===== src/rtl/wired_bus_arbiter_pkg.sv =====
// Shared types for the wired-bus arbiter: FSM states, index-width helper and owner index type.
package bus_arb_pkg;

  typedef enum logic [1:0] {
    IDLE,
    OWN,
    TURN
  } state_t;

  localparam int unsigned MAX_REQ = 8;

  function automatic int unsigned idx_w(input int unsigned n);
    return (n < 2) ? 1 : $clog2(n);
  endfunction

  typedef logic [$clog2(MAX_REQ)-1:0] owner_idx_t;

endpackage


===== src/rtl/wired_bus_arbiter_rr_pick.sv =====
// Combinational round-robin picker: first set request at or after ptr, wrapping.
module rr_pick
  import bus_arb_pkg::*;
#(
  parameter int unsigned N_REQ = 4,
  localparam int unsigned IW = idx_w(N_REQ)
) (
  input  logic [N_REQ-1:0] req,
  input  logic [IW-1:0]    ptr,
  output logic [N_REQ-1:0] winner,
  output logic [IW-1:0]    winner_idx,
  output logic             any
);

  int unsigned k;

  always_comb begin
    winner     = '0;
    winner_idx = '0;
    any        = 1'b0;
    k          = 0;
    for (int unsigned i = 0; i < N_REQ; i++) begin
      k = (32'(ptr) + i) % N_REQ;
      if (!any && req[k]) begin
        any        = 1'b1;
        winner[k]  = 1'b1;
        winner_idx = IW'(k);
      end
    end
  end

endmodule


===== src/rtl/wired_bus_arbiter.sv =====
// Round-robin owner sequencer for a shared wired bus, with a dead TURN cycle between owners.
// Optional owner-idle watchdog enabled by defining WIRED_BUS_ARB_WATCHDOG_EN.
module wired_bus_arbiter
  import bus_arb_pkg::*;
#(
  parameter int unsigned N_REQ    = 4,
  parameter int unsigned DATA_W   = 8,
  parameter int unsigned MAX_HOLD = 15,
  parameter int unsigned TIMEOUT  = 31
) (
  input  logic                      clk,
  input  logic                      rst,
  input  logic [N_REQ-1:0]          req,
  input  logic [N_REQ-1:0]          last,
  input  logic [N_REQ-1:0]          valid_in,
  input  logic [N_REQ*DATA_W-1:0]   data_in,
  output logic [N_REQ-1:0]          gnt,
  output logic [idx_w(N_REQ)-1:0]   owner,
  output logic [DATA_W-1:0]         bus_data,
  output logic                      bus_valid,
  output logic                      busy,
  output logic                      err
);

  localparam int unsigned IW = idx_w(N_REQ);
  localparam int unsigned HW = $clog2(MAX_HOLD + 1);

  if (N_REQ < 2 || N_REQ > MAX_REQ || MAX_HOLD < 1 || MAX_HOLD > 255 || TIMEOUT < 1)
  begin : g_bad_param
    $error("wired_bus_arbiter: parameter out of range");
  end

  state_t            state_q, state_d;
  logic [N_REQ-1:0]  gnt_q, gnt_d;
  logic [IW-1:0]     owner_q, owner_d;
  logic [IW-1:0]     ptr_q, ptr_d;
  logic [HW-1:0]     hold_q, hold_d;

  logic [N_REQ-1:0]  pick_win;
  logic [IW-1:0]     pick_idx;
  logic              pick_any;
  logic              own_req, own_last, own_valid, wd_trip, release_w;

  rr_pick #(.N_REQ(N_REQ)) u_pick (
    .req        (req),
    .ptr        (ptr_q),
    .winner     (pick_win),
    .winner_idx (pick_idx),
    .any        (pick_any)
  );

  assign own_req   = req[owner_q];
  assign own_last  = last[owner_q];
  assign own_valid = valid_in[owner_q];

`ifdef WIRED_BUS_ARB_WATCHDOG_EN
  localparam int unsigned CW = $clog2(TIMEOUT + 1);
  logic [CW-1:0] idle_q, idle_d;
  logic          err_q, err_d;

  always_comb begin
    wd_trip = (state_q == OWN) && !own_valid && (idle_q == CW'(TIMEOUT - 1));
    idle_d  = '0;
    if (state_q == OWN && !own_valid) begin
      idle_d = (idle_q == '1) ? idle_q : idle_q + 1'b1;
    end
    err_d = err_q | wd_trip;
  end

  always_ff @(posedge clk) begin
    if (rst) begin
      idle_q <= '0;
      err_q  <= 1'b0;
    end else begin
      idle_q <= idle_d;
      err_q  <= err_d;
    end
  end

  assign err = err_q;
`else
  assign wd_trip = 1'b0;
  assign err     = 1'b0;
`endif

  // last and !req may coincide; they collapse into one release decision.
  assign release_w = (own_last && own_valid) || !own_req ||
                     (hold_q == HW'(MAX_HOLD - 1)) || wd_trip;

  always_comb begin
    state_d = state_q;
    gnt_d   = gnt_q;
    owner_d = owner_q;
    ptr_d   = ptr_q;
    hold_d  = hold_q;
    case (state_q)
      IDLE, TURN: begin
        gnt_d   = '0;
        owner_d = '0;
        hold_d  = '0;
        state_d = IDLE;
        if (pick_any) begin
          state_d = OWN;
          gnt_d   = pick_win;
          owner_d = pick_idx;
        end
      end
      OWN: begin
        if (release_w) begin
          state_d = TURN;
          gnt_d   = '0;
          owner_d = '0;
          hold_d  = '0;
          ptr_d   = (owner_q == IW'(N_REQ - 1)) ? '0 : owner_q + 1'b1;
        end else if (hold_q != '1) begin
          hold_d = hold_q + 1'b1;
        end
      end
      default: state_d = IDLE;
    endcase
  end

  always_ff @(posedge clk) begin
    if (rst) begin
      state_q <= IDLE;
      gnt_q   <= '0;
      owner_q <= '0;
      ptr_q   <= '0;
      hold_q  <= '0;
    end else begin
      state_q <= state_d;
      gnt_q   <= gnt_d;
      owner_q <= owner_d;
      ptr_q   <= ptr_d;
      hold_q  <= hold_d;
    end
  end

  assign gnt       = gnt_q;
  assign owner     = owner_q;
  assign busy      = (state_q != IDLE);
  assign bus_valid = (state_q == OWN) && own_valid;
  assign bus_data  = bus_valid ? data_in[32'(owner_q)*DATA_W +: DATA_W] : '0;

endmodule


===== config.mk =====
export PLATFORM = sky130hd
export DESIGN_NAME = wired_bus_arbiter
export DESIGN_NICKNAME = d
export VERILOG_FILES = /design/src/rtl/wired_bus_arbiter_pkg.sv /design/src/rtl/wired_bus_arbiter_rr_pick.sv /design/src/rtl/wired_bus_arbiter.sv
export SDC_FILE = /design/constraint.sdc
export NUM_CORES = 1
export LEC_CHECK = 0
export ABC_AREA = 0
export BUFFER_PORTS_ARGS = -buffer_cell sky130_fd_sc_hd__buf_4
export CAP_MARGIN = 20
export CORE_ASPECT_RATIO = 1.1
export CORE_MARGIN = 5
export CORE_UTILIZATION = 25
export DETAILED_ROUTE_END_ITERATION = 12
export GPL_TIMING_DRIVEN = 0
export SLEW_MARGIN = 25
export SYNTH_ARGS = -nofsm -noshare
export SYNTH_HDL_FRONTEND = slang
export SYNTH_SLANG_ARGS = --single-unit

===== constraint.sdc =====
create_clock -name clk -period 3.55 [get_ports clk]
set_clock_uncertainty 0.1 [all_clocks]
set_input_delay 0.71 -clock clk [delete_from_list [all_inputs] [get_ports clk]]
set_output_delay 0.71 -clock clk [all_outputs]
set_load 0.03 [all_outputs]

==> impl_metrics.ini <==
[run_status]
status = finished, final reports clean

[clocking]
cts_buffers = 3
clkTransAtPathRegs_ps = 60
cts_hold_buf = 0
clockRootBuffer = clkbuf_8
cts_tree = built
post_cts_resized = 0
htreeDepth = 1
clock_sinks = 14
insertion_delay_ps = 240
cts_setup_buffers = 0
cts_max_path_buffers = 2

[place]
gp_congestion = 0.805
hpwl_um = 3280
placed_cell_area_um2 = 2000
port_buffers = 61
dp_cells = 279

[power]
power_frac_comb_pct = 54.8
swShare_pct = 37.1
seqPwrFrac_pct = 25.3
pwr_density_cell_nw_per_um2 = 374
irDropWorstVdd_mv = 0.123
netSwitchingPower_mw = 0.286
internal-power_mw = 0.484
p_leak_nw = 0.877
clockPowerShare_pct = 19.8
power_mw = 0.771

[detailed_routing]
dr.first_iter.drc_count = 46
routed_wirelength_um = 3940
post_drt_wl_per_cell_um = 13.9
vias = 1361
dr.pass1.iters = 4
route.detailed.drc = 0
ant_nets = 0
vias_per_cell = 4.81

[layout]
layout_commonest_cell = buf_4
final_area_um2 = 2060
synthToLayoutAreaGrowth_pct = 42.0
antennaDiodeCount = 0
drive_above_1_share_pct = 48.5
layout_common_cells = 63 x buf_4, 14 x dfxtp_1, 13 x mux4_2
fin_nets = 263
layoutNonFillerInstCount = 283

[floorplanning]
die_h_um = 89.9
die_w_um = 82.6
rows = 29
floorplan.initialDensity_pct = 25.5
io_pins = 63
die_area_um2 = 7430
fp.coreArea_um2 = 5700

[synthesis]
synth_top_area_cell = mux4_2
synth_area_leaders = mux4_2 20%, dfxtp_1 19%, ha_1 8.6%
avgSynthCellArea_um2 = 10.3
synth_fa_ha_area_share_pct = 8.63
syn_nets = 197
ys_seq_area_share_pct = 19.3
ys_types = 46
postSynth.asyncResetShare_pct = 0
synth_mux_area_share_pct = 25.5
syn_area_um2 = 1450
yosys_warnings = 0
synth_ff_type = dfxtp_1
synth-compound-area-share_pct = 17.7
ys_ff_latch = 14
synth-xor-area-share_pct = 0.604
synth_top_family_by_area = multiplexers
synth-edff-count = 0
synth_simple_gate_area_share_pct = 23.0
synth_top_area_share_pct = 20.2
syn_inst = 141

[sta]
fmax_mhz = 361
finalSetupViolCount = 0
relSlewSlack_pct = 63.6
rsz0062_at_grt = no
finalSetupTns_ps = 0
period_needed_ps = 2770
tightest_slew_ps = 547
hold_viol_final = 0
post-route-period-util_pct = 78.0
slew_viol_final = 0

[setup_path]
arrival_ps = 1960
crit_type = flop to output pin
worstPathRequired_ps = 2740
cp-end-kind = output pin
cp-start-kind = flop
path_max_fanout = 10

[hold_path]
min_path_type = flop to flop

[grt]
grtUsageTotal_pct = 11.0
globalRouteOverflowTotal = 0
antenna_found_initial = 0
grt_pass1_wl_um = 6720
first_global_vias = 1457
grt_max_degree = 11

[run]
max_cap_violations = 0
## logic make-up after synthesis
family / count (synthesis)
DFF: 14
other: 1
adders and majority gates: 10
and+or+nand+nor: 53
xor gates and xnor gates: 1
AOI/OAI and AO/OA: 30
muxes: 19
buffers and inverters: 13
## flip-flops by register name (all words and copies together), names as in the netlist
register	cells
ptr_q	2
hold_q	4
gnt	4
state_q	2
owner	2
## per-stage QoR
stage          util, %  hold WS [ps]  setup WS [ps]
2_1_floorplan        -           412           1030
3_3_place_gp      35.2           357            977
3_5_place_dp      35.2           356            962
4_1_cts           36.2           375            733
5_1_grt           36.2           391            653
6_report          36.2           366            782
## worst max-delay path: stages (launching register included)
cell	delay, ps
dfxtp_1	400
clkbuf_1	460
mux4_2	480
and3_1	210
buf_4	160
## synthesized netlist by cell type, types with 2 or more instances
cell type	instances
nor2_1	11
buf_6	2
a221o_1	4
ha_1	10
clkbuf_1	3
o2bb2ai_1	4
nor2b_4	2
mux2i_1	4
or2b_2	4
and3_1	8
a21oi_1	3
dfxtp_1	14
inv_1	5
nand2_1	5
a22oi_1	4
a211oi_1	2
and2_1	3
nor3_1	6
buf_4	2
mux4_2	13
nor2b_1	4
a21boi_0	4
## power by group through the flow
stage	Combinational [mW]	Clock, mW	Sequential [mW]
global placement	0.423	0	0.199
CTS	0.427	0.156	0.196
finish	0.423	0.153	0.195
global route	0.463	0.167	0.199
detailed placement	0.426	0	0.199
floorplan	0.277	0	0.217
## metal layers
| layer | global-route usage (%) | routed length (um) | vias up |
|---|---|---|---|
| li1 | - | - | 677 |
| met1 | 13.6 | 1670 | 661 |
| met2 | 20.2 | 2150 | 21 |
| met3 | 1.00 | 99 | 2 |
| met4 | 2.18 | 30 | 0 |
| met5 | 0 | 0 | - |
## final timing paths
| check | startpoint | to | slack [ps] | depth (start not counted) |
|---|---|---|---|---|
| worst max register to register | ptr_q[0] | owner[1] | 970 | 8 |
| worst min register to register | gnt[1] | gnt[1] | 370 | 1 |
| worst max-delay path | owner[1] | bus_data[5] | 780 | 4 |
| worst min-delay path | gnt[1] | gnt[1] | 370 | 1 |
## final cells by class
cell class | instances | area [um^2]
fillers | 593 | 3640
multi-input cells | 114 | 1100
repair buffers | 61 | 458
flip-flops and latches | 14 | 280
well taps | 77 | 96.3
clock buffers | 4 | 55.1
plain buffers | 8 | 53.8
inverters | 5 | 18.8
(Power assumes the default switching activity.)
